$ cat src/rtl/gf_pkg.sv
// rtl/gf_pkg.sv - shared GF(2) datapath types, sizes and Karatsuba recombination
// Contents:
//   state_t        : sequencer states of the time-shared Karatsuba multiplier
//   W_DEF, H_DEF   : default operand width and half width
//   REC_MAX        : width of the recombination scratch vector (covers W up to 64)
//   kara_recombine : z0 ^ ((zm^z0^z2) << h) ^ (z2 << 2h), all carry-less
package gf_pkg;

    typedef enum logic [2:0] {
        IDLE    = 3'd0,
        MUL_LO  = 3'd1,
        MUL_HI  = 3'd2,
        MUL_MID = 3'd3,
        DONE    = 3'd4
    } state_t;

    localparam int W_DEF   = 32;
    localparam int H_DEF   = W_DEF / 2;
    localparam int REC_MAX = 128;

    // Callers zero-extend their partial products into REC_MAX bits and
    // slice the low 2W-1 bits of the result. That lets one function serve
    // every Karatsuba level regardless of its operand width.
    function automatic logic [REC_MAX-1:0] kara_recombine(
        input logic [REC_MAX-1:0] z0,
        input logic [REC_MAX-1:0] zm,
        input logic [REC_MAX-1:0] z2,
        input int unsigned        h
    );
        logic [REC_MAX-1:0] mid;
        mid = zm ^ z0 ^ z2;
        return z0 ^ (mid << h) ^ (z2 << (2 * h));
    endfunction

endpackage

$ cat src/rtl/clmul16.sv
// rtl/clmul16.sv - combinational H x H carry-less multiplier (AND/XOR array)
// Ports:
//   x : input  [H-1:0]   multiplicand, bit i = coefficient of x^i
//   y : input  [H-1:0]   multiplier
//   z : output [2H-2:0]  carry-less product x*y
module clmul16
    import gf_pkg::*;
#(
    parameter int H = H_DEF
) (
    input  logic [H-1:0]   x,
    input  logic [H-1:0]   y,
    output logic [2*H-2:0] z
);

    localparam int ZW = 2 * H - 1;

    // Each set bit of y contributes a shifted copy of x; XOR is GF(2) addition.
    always_comb begin
        z = '0;
        for (int i = 0; i < H; i++) begin
            if (y[i]) begin
                z = z ^ (ZW'(x) << i);
            end
        end
    end

endmodule

$ cat src/rtl/clmul_kara_seq.sv
// rtl/clmul_kara_seq.sv - sequential W x W carry-less multiplier, three Karatsuba passes on one H x H core
// Ports:
//   clk       : input         rising-edge clock
//   rst       : input         asynchronous active-high reset
//   in_valid  : input         operand pair valid
//   in_ready  : output        block can accept operands (state IDLE)
//   a, b      : input  [W-1]  operands, bit i = coefficient of x^i
//   out_valid : output        product valid (state DONE)
//   out_ready : input         consumer accepts product
//   p         : output [2W-2] carry-less product a*b
//   busy      : output        high in any state other than IDLE
module clmul_kara_seq
    import gf_pkg::*;
#(
    parameter int W = W_DEF
) (
    input  logic           clk,
    input  logic           rst,
    input  logic           in_valid,
    output logic           in_ready,
    input  logic [W-1:0]   a,
    input  logic [W-1:0]   b,
    output logic           out_valid,
    input  logic           out_ready,
    output logic [2*W-2:0] p,
    output logic           busy
);

    localparam int H  = W / 2;
    localparam int ZW = 2 * H - 1;
    localparam int PW = 2 * W - 1;

    state_t          state;
    logic [W-1:0]    a_r;
    logic [W-1:0]    b_r;
    logic [ZW-1:0]   z0;
    logic [ZW-1:0]   z2;

    logic [H-1:0]    mul_x;
    logic [H-1:0]    mul_y;
    logic [ZW-1:0]   mul_z;

    logic [REC_MAX-1:0] rec_full;
    logic [PW-1:0]      p_next;
    logic               rec_unused;

    // Operand mux for the single shared multiplier; the MID pass multiplies
    // the half-sums (a_lo^a_hi)*(b_lo^b_hi).
    always_comb begin
        mul_x = '0;
        mul_y = '0;
        case (state)
            MUL_LO: begin
                mul_x = a_r[H-1:0];
                mul_y = b_r[H-1:0];
            end
            MUL_HI: begin
                mul_x = a_r[W-1:H];
                mul_y = b_r[W-1:H];
            end
            MUL_MID: begin
                mul_x = a_r[H-1:0] ^ a_r[W-1:H];
                mul_y = b_r[H-1:0] ^ b_r[W-1:H];
            end
            default: begin
                mul_x = '0;
                mul_y = '0;
            end
        endcase
    end

    clmul16 #(.H(H)) u_mul (
        .x (mul_x),
        .y (mul_y),
        .z (mul_z)
    );

    // During MUL_MID mul_z is zm, so the full product is formed on that edge.
    assign rec_full   = kara_recombine(REC_MAX'(z0), REC_MAX'(mul_z), REC_MAX'(z2), H);
    assign p_next     = rec_full[PW-1:0];
    assign rec_unused = ^rec_full[REC_MAX-1:PW];

    always_ff @(posedge clk or posedge rst) begin
        if (rst) begin
            state     <= IDLE;
            in_ready  <= 1'b1;
            out_valid <= 1'b0;
            busy      <= 1'b0;
            p         <= '0;
            a_r       <= '0;
            b_r       <= '0;
            z0        <= '0;
            z2        <= '0;
        end else begin
            case (state)
                IDLE: begin
                    if (in_valid) begin
                        a_r      <= a;
                        b_r      <= b;
                        state    <= MUL_LO;
                        in_ready <= 1'b0;
                        busy     <= 1'b1;
                    end
                end
                MUL_LO: begin
                    z0    <= mul_z;
                    state <= MUL_HI;
                end
                MUL_HI: begin
                    z2    <= mul_z;
                    state <= MUL_MID;
                end
                MUL_MID: begin
                    p         <= p_next;
                    out_valid <= 1'b1;
                    state     <= DONE;
                end
                DONE: begin
                    if (out_ready) begin
                        state     <= IDLE;
                        out_valid <= 1'b0;
                        in_ready  <= 1'b1;
                        busy      <= 1'b0;
                    end
                end
                default: begin
                    state     <= IDLE;
                    out_valid <= 1'b0;
                    in_ready  <= 1'b1;
                    busy      <= 1'b0;
                end
            endcase
        end
    end

endmodule
$ cat config.mk
export PLATFORM = sky130hd
export DESIGN_NAME = clmul_kara_seq
export DESIGN_NICKNAME = d
export VERILOG_FILES = /design/src/rtl/gf_pkg.sv /design/src/rtl/clmul16.sv /design/src/rtl/clmul_kara_seq.sv
export SDC_FILE = /design/constraint.sdc
export NUM_CORES = 1
export LEC_CHECK = 0
export ABC_AREA = 0
export BUFFER_PORTS_ARGS = -buffer_cell sky130_fd_sc_hd__buf_2
export CORE_MARGIN = 2
export CORE_UTILIZATION = 35
export DETAILED_ROUTE_END_ITERATION = 12
export PLACE_DENSITY_LB_ADDON = 0.2
export RECOVER_POWER = 100
export SKIP_CTS_REPAIR_TIMING = 1
export SYNTH_ARGS = -nofsm -noshare
export SYNTH_HDL_FRONTEND = slang
export SYNTH_SLANG_ARGS = --single-unit
$ cat constraint.sdc
create_clock -name clk -period 8.9 [get_ports clk]
set_input_delay 0.445 -clock clk [delete_from_list [all_inputs] [get_ports clk]]
set_output_delay 0.445 -clock clk [all_outputs]
set_load 0.01 [all_outputs]
==> flow_summary.toml, run 1 <==
[worst_setup_path]
crit_chain = "clkbuf_1 > nand2_1 > xor2_1 > nand3_1 > xor2_1 > xnor2_1 > xnor2_1 > xnor3_1 > o21ai_0"
max_stage_delay_ns = 1.61
path_max_fanout = 40
end_kind = "flop"
cpMaxStageDelayCell = "clkbuf_1"
start_kind = "flop"
arrival_ns = 5.81
critical_path_required_ns = 9.22
critical_path_class = "flop to flop"

[timing]
min_period_ns = 5.49
tns_ns = 0
slew_headroom = -2.32
clock.fmax_mhz = 182
hold_violations = 0
rsz0062_at_grt = "no"
fin_crit_sh = 0.617
tightest_slew_ns = 4.96
finalClockSkew_ns = 0.0118
hold_ws_ns = 0.221
drv_slew = 445
finalSetupViolations = 0

[synthesis]
yosys-top-cells-area = "dfrtp_1 (39%), xnor2_1 (13%), mux2_2 (8.8%)"
synth_edf_count = 0
avgSynthCellArea_um2 = 9.85
seq_area_frac_synth = 0.395
synth_top_area_frac = 0.393
synth_area_um2 = 12300
synthTopCellsByCount = "nand3_1 (209), nand2_1 (199), dfrtp_1 (194)"
synth_async_sr_flop_share = 1.00
synth_nets = 1321
ys_seq_elements = 195
yosysWarnings = 0
ys_types = 29
syn_inst = 1253
ys.flop_type = "dfrtp_1"
synth.most_common_cell = "nand3_1"
synth_top_area_cell = "dfrtp_1"

[detailed_routing]
ant_nets = 0
vias_per_cell = 4.95
first_pass_iters = 5
num_vias = 8882
initialDrtViolationCount = 655
wl_um = 32200
wl_per_cell_um = 17.9
route.detailed.drc = 0

[finish]
area.growth.synth_to_final_pct = 11.0
antenna_cells = 0
drive_gt1_frac = 0.184
final_nets = 1395
fin_util = 0.396

[clock_tree]
clockBufferDepth = 2
cts_sinks = 195
cts.clk_slew.worst_paths_ns = 0.08
cts_tree = "done"
clk_latency_ns = 0.45
cts_buffers = 17
root_buffer = "clkbuf_16"
htreeDepth = 4

[placement]
gp_congestion = 0.789
portBuffers = 133
hpwl_um = 20700

[grt]
grt_max_degree = 129
grt_usage = 0.181
grt_pass1_wl_um = 50600
antenna_found_initial = 0
overflow = 0
grt_pass1_vias = 8662

[status]
status = "complete, but fails checks"
violations = "max-capacitance violations, max-slew violations"

[die]
dieArea_um2 = 36800
start_util = 0.356
io_pins = 134
core_um2 = 34600
fp.dieW_um = 192
die_height_um = 192
rows = 68

[hold_path]
min_path_type = "input pin to flop"

[run]
drv_cap = 8
-- routing by layer --
layer	vias to the layer above	track usage	routed length, um
li1	4279	-	-
met3	38	0.0413	2010
met5	-	0	0
met2	248	0.284	14700
met1	4317	0.250	15000
met4	0	0.0485	523
-- layout make-up --
type	instances	area (um2)
well taps	455	569
repair buffers	152	708
fillers	3481	20900
multi-input cells	958	6910
flip-flops and latches	195	4880
inverters	3	15.0
clock buffers	20	457
clock inverters	12	164
-- sequential cells by signal (all words and copies together), names as in the netlist --
signal     cells
b_r           32
p             63
z2            31
z0            31
in_ready       1
out_valid      1
a_r           32
busy           1
state          3
-- through the flow --
| step | std cells | setup slack, ns | cell area [um2] |
|---|---|---|---|
| floorplan | 1253 | 3.14 | 12300 |
| global placement | 1763 | 5.22 | 13300 |
| detailed placement | 1763 | 5.13 | 13300 |
| CTS | 1795 | 5.12 | 13900 |
| global route | 1795 | 2.66 | 13700 |
| finish | 1795 | 3.41 | 13700 |
-- layout by cell type (no fill, tap or decap), drive strengths merged, types with 25 or more instances in the layout --
cell	Yosys	final
buf	70	81
clkbuf	27	91
dfrtp	194	194
mux2	97	97
nand2	207	207
nand3	211	211
o21ai	95	95
xnor2	191	191
xnor3	25	25
xor2	97	97
-- cells by family after synthesis --
| kind of cell | Yosys count | synth area share |
|---|---|---|
| AO/OA/AOI/OAI | 99 | 0.0406 |
| flip-flops | 195 | 0.395 |
| XOR/XNOR | 313 | 0.265 |
| AND/OR/NAND/NOR | 449 | 0.166 |
| multiplexers | 97 | 0.0885 |
| buffers and inverters | 100 | 0.0441 |
-- critical path, delay by kind of cell (launching register included) --
kind	cells	cell delay (ns)
xor+xnor	5	2.82
flops	1	0.32
simple gates	2	0.39
compound gates	1	0.17
buf+inv	1	1.61
-- final timing paths --
check | start | endpoint | slack (ns) | cells after the start
hold reg to reg | p[21] | p[21] | 0.48 | 2
setup / recovery | state[0] | p[32] | 3.41 | 9
min in group asynchronous | rst | p[61] | 1.52 | 2
hold / removal | a[11] | a_r[11] | 0.22 | 2
setup reg to reg | state[0] | p[32] | 3.41 | 9
max in group asynchronous | rst | z2[20] | 3.81 | 3
Power of run 1 is not shown: default switching activity piles up to over one toggle a cycle in this logic, so the estimate is an artifact.
==> run 2, diff against run 1 <==
==> constraint.sdc (replaced) <==
create_clock -name clk -period 5.7 [get_ports clk]
set_input_delay 0.285 -clock clk [delete_from_list [all_inputs] [get_ports clk]]
set_output_delay 0.285 -clock clk [all_outputs]
set_load 0.01 [all_outputs]
==> flow_summary.toml, run 2 (synthesized netlist as in run 1, its figures left out) <==
[status]
status = "complete, but fails checks"
violations = "max-capacitance violations, max-slew violations"

[clock_tree]
cts_buffers = 17
cts_tree = "done"
clk_latency_ns = 0.45
cts.clk_slew.worst_paths_ns = 0.08
clockBufferDepth = 2
htreeDepth = 4
cts_sinks = 195
root_buffer = "clkbuf_16"

[detailed_routing]
wl_per_cell_um = 17.7
vias_per_cell = 4.94
route.detailed.drc = 0
initialDrtViolationCount = 744
num_vias = 8866
ant_nets = 0
wl_um = 31800
first_pass_iters = 5

[timing]
finalClockSkew_ns = 0.0133
tightest_slew_ns = 2.76
setup_slack_ns = 1.18
min_period_ns = 4.52
rsz0062_at_grt = "no"
tns_ns = 0
finalSetupViolations = 0
drv_slew = 390
hold_violations = 0
fin_crit_sh = 0.793
clock.fmax_mhz = 221
slew_headroom = -0.838

[finish]
final.fill_count = 3539
antenna_cells = 0
stdcell_count = 1795
largest_register_ff_count = 63
layout_commonest_cell = "nand3_1"
top_regs = "p: 63 flops, a_r: 32 flops, b_r: 32 flops"
stdcell_area_um2 = 13600
largest-register = "p"
final_nets = 1395
drive_gt1_frac = 0.180
area.growth.synth_to_final_pct = 10.4
final_cell_mix = "nand3_1 (209), nand2_1 (199), dfrtp_1 (194), xnor2_1 (188), mux2_2 (97)"

[grt]
antenna_found_initial = 1
grt_pass1_vias = 8759
grt_usage = 0.178
overflow = 0
grt_max_degree = 127
grt_pass1_wl_um = 50500

[placement]
placed_area_um2 = 13200
portBuffers = 133
hpwl_um = 21400
dp_slack_ns = 1.86
dp.cells = 1763
gp_congestion = 0.825

[worst_setup_path]
path_buf_inv = 1
critical_path_class = "flop to flop"
end_kind = "flop"
start_kind = "flop"
max_stage_delay_ns = 1.29
path_max_fanout = 27
cpMaxStageDelayCell = "xor2_1"
crit_chain = "clkbuf_1 > nand2_2 > xor2_1 > nand3_1 > xnor2_1 > xnor3_1 > xnor2_1 > xnor2_1 > o21ai_0"
path_common_cell = "xnor2_1"
critical_path_required_ns = 5.95
cpLargestDelayFamily = "XOR/XNOR gates"
arrival_ns = 4.77

[die]
die_height_um = 192
dieArea_um2 = 36800
io_pins = 134
core_um2 = 34600
fp.dieW_um = 192
rows = 68
start_util = 0.356

[run]
drv_cap = 7

[hold_path]
min_path_type = "input pin to flop"
-- run 2: worst paths after layout --
| path | from | endpoint | slack [ns] | cells after the start |
|---|---|---|---|---|
| max in group asynchronous | rst | a_r[3] | 2.38 | 3 |
| worst max register to register | state[1] | p[28] | 1.18 | 9 |
| worst min-delay path | a[28] | a_r[28] | 0.06 | 2 |
| worst min register to register | p[21] | p[21] | 0.48 | 2 |
| worst max-delay path | state[1] | p[28] | 1.18 | 9 |
| min in group asynchronous | rst | p[60] | 0.62 | 2 |
-- run 2: final cells by class --
class | instances | area (um2) | share of cell area
Clock buffer | 18 | 429 | 0.0315
Clock inverter | 14 | 161 | 0.0118
Inverter | 3 | 17.5 | 0.00129
Multi-Input combinational cell | 958 | 6850 | 0.502
Sequential cell | 195 | 4880 | 0.358
Tap cell | 455 | 569 | 0.0418
Timing Repair Buffer | 152 | 726 | 0.0532
-- run 2: per-layer routing --
metal  up-vias  share of wire  global-route usage
met1      4303           0.48               0.252
met4         0          0.016              0.0485
met2       239           0.45               0.280
met3        36          0.052              0.0300
met5         -              0                   0
li1       4288              -                   -
-- run 2: stage by stage --
step            util  hold slack [ns]
3_5_place_dp   0.382            0.465
5_1_grt        0.394           0.0506
4_1_cts        0.399           0.0398
6_report       0.394           0.0616
3_3_place_gp   0.382            0.459
2_1_floorplan      -            0.402
Power of run 2 is left out for the same reason.
==> run 3, diff against run 2 <==
==> constraint.sdc (replaced) <==
create_clock -name clk -period 4.2 [get_ports clk]
set_input_delay 0.21 -clock clk [delete_from_list [all_inputs] [get_ports clk]]
set_output_delay 0.21 -clock clk [all_outputs]
set_load 0.01 [all_outputs]
==> flow_summary.toml, run 3 (synthesized netlist as in run 1, its figures left out) <==
[status]
status = "complete, but fails checks"
violations = "max-capacitance violations, max-slew violations"

[finish]
top_regs = "p: 63 flops, a_r: 32 flops, b_r: 32 flops"
largest_register_ff_count = 63
final.fill_count = 3463
antenna_cells = 0
final_cell_mix = "nand3_1 (208), nand2_1 (199), dfrtp_1 (194), xnor2_1 (186), mux2_2 (97)"
regArea_um2 = 4880
area.growth.synth_to_final_pct = 17.9
drive_gt1_frac = 0.199
stdcell_count = 1888
layout_commonest_cell = "nand3_1"
final_nets = 1488
multi_input_area_um2 = 6910
largest-register = "p"

[clock_tree]
root_buffer = "clkbuf_16"
cts_buffers = 17
cts_sinks = 195
clockBufferDepth = 2
cts_tree = "done"
htreeDepth = 4
cts.clk_slew.worst_paths_ns = 0.08
clk_latency_ns = 0.46

[detailed_routing]
num_vias = 9290
route.detailed.drc = 0
ant_nets = 0
initialDrtViolationCount = 799
first_pass_iters = 5
wl_per_cell_um = 17.9
wl_um = 33900
vias_per_cell = 4.92

[die]
die_height_um = 192
start_util = 0.356
fp.dieW_um = 192
core_um2 = 34600
rows = 68
dieArea_um2 = 36800
io_pins = 134

[timing]
clock.fmax_mhz = 265
hold_ws_ns = 0.000198
rsz0062_at_grt = "no"
min_period_ns = 3.77
tns_ns = 0
drv_slew = 262
finalSetupViolations = 0
tightest_slew_ns = 3.11
hold_violations = 0
slew_headroom = -1.07
fin_crit_sh = 0.898
finalClockSkew_ns = 0.0149

[grt]
grt_usage = 0.188
grt_max_degree = 126
grt_pass1_wl_um = 52900
grt_pass1_vias = 8933
antenna_found_initial = 0
overflow = 0

[placement]
portBuffers = 133
hpwl_um = 22800
gp_congestion = 0.843
dp.cells = 1800

[worst_setup_path]
cpMaxStageDelayCell = "dfrtp_1"
start_kind = "flop"
critical_path_class = "flop to flop"
path_max_fanout = 25
arrival_ns = 4.09
critical_path_required_ns = 4.52
path_buf_inv = 2
end_kind = "flop"
max_stage_delay_ns = 1.02
cpLargestDelayFamily = "XOR/XNOR gates"
crit_chain = "clkbuf_1 > nand2_1 > xor2_1 > buf_4 > and2_1 > nand2_1 > xnor2_1 > xnor3_1 > xnor2_1 > o21ai_0"

[run]
drv_cap = 3

[hold_path]
min_path_type = "input pin to flop"
-- run 3: cell types whose count changed in the layout (fill, tap and decap cells not counted), moves of 3 or more --
cell	delta
xor2_1	-4
dlygate4sd3_1	+56
and2_1	+4
clkbuf_8	+3
xor2_2	+4
and2_0	-4
buf_4	+32
-- run 3: final cells by class --
type	count	area share
Multi-Input combinational cell	958	0.475
Clock buffer	20	0.0321
Clock inverter	12	0.00826
Timing Repair Buffer	245	0.109
Tap cell	455	0.0391
Sequential cell	195	0.335
Inverter	3	0.00120
-- run 3: stage by stage --
stage	utilization	cell area, um2	setup WS [ns]
after floorplan	-	12300	1.47
after global placement	0.391	13500	0.594
after CTS	0.408	14100	0.601
final	0.420	14500	0.427
after detailed placement	0.391	13500	0.625
after global routing	0.420	14500	0.230
-- run 3: worst paths after layout --
kind | from | end | slack [ns] | cells past startpoint
max in group asynchronous | rst | z0[18] | 0.89 | 4
setup / recovery | state[1] | p[26] | 0.43 | 10
hold reg to reg | p[21] | p[21] | 0.48 | 2
hold / removal | a[0] | a_r[0] | 0.0002 | 2
setup reg to reg | state[1] | p[26] | 0.43 | 10
min in group asynchronous | rst | busy | 0.93 | 4
-- run 3: layer usage --
metal | share of wire | track usage | vias to the layer above
met5 | 0 | 0 | -
met4 | 0.018 | 0.0512 | 0
met3 | 0.052 | 0.0320 | 30
met2 | 0.46 | 0.299 | 256
met1 | 0.47 | 0.263 | 4538
li1 | - | - | 4466
Power of run 3 is left out for the same reason.
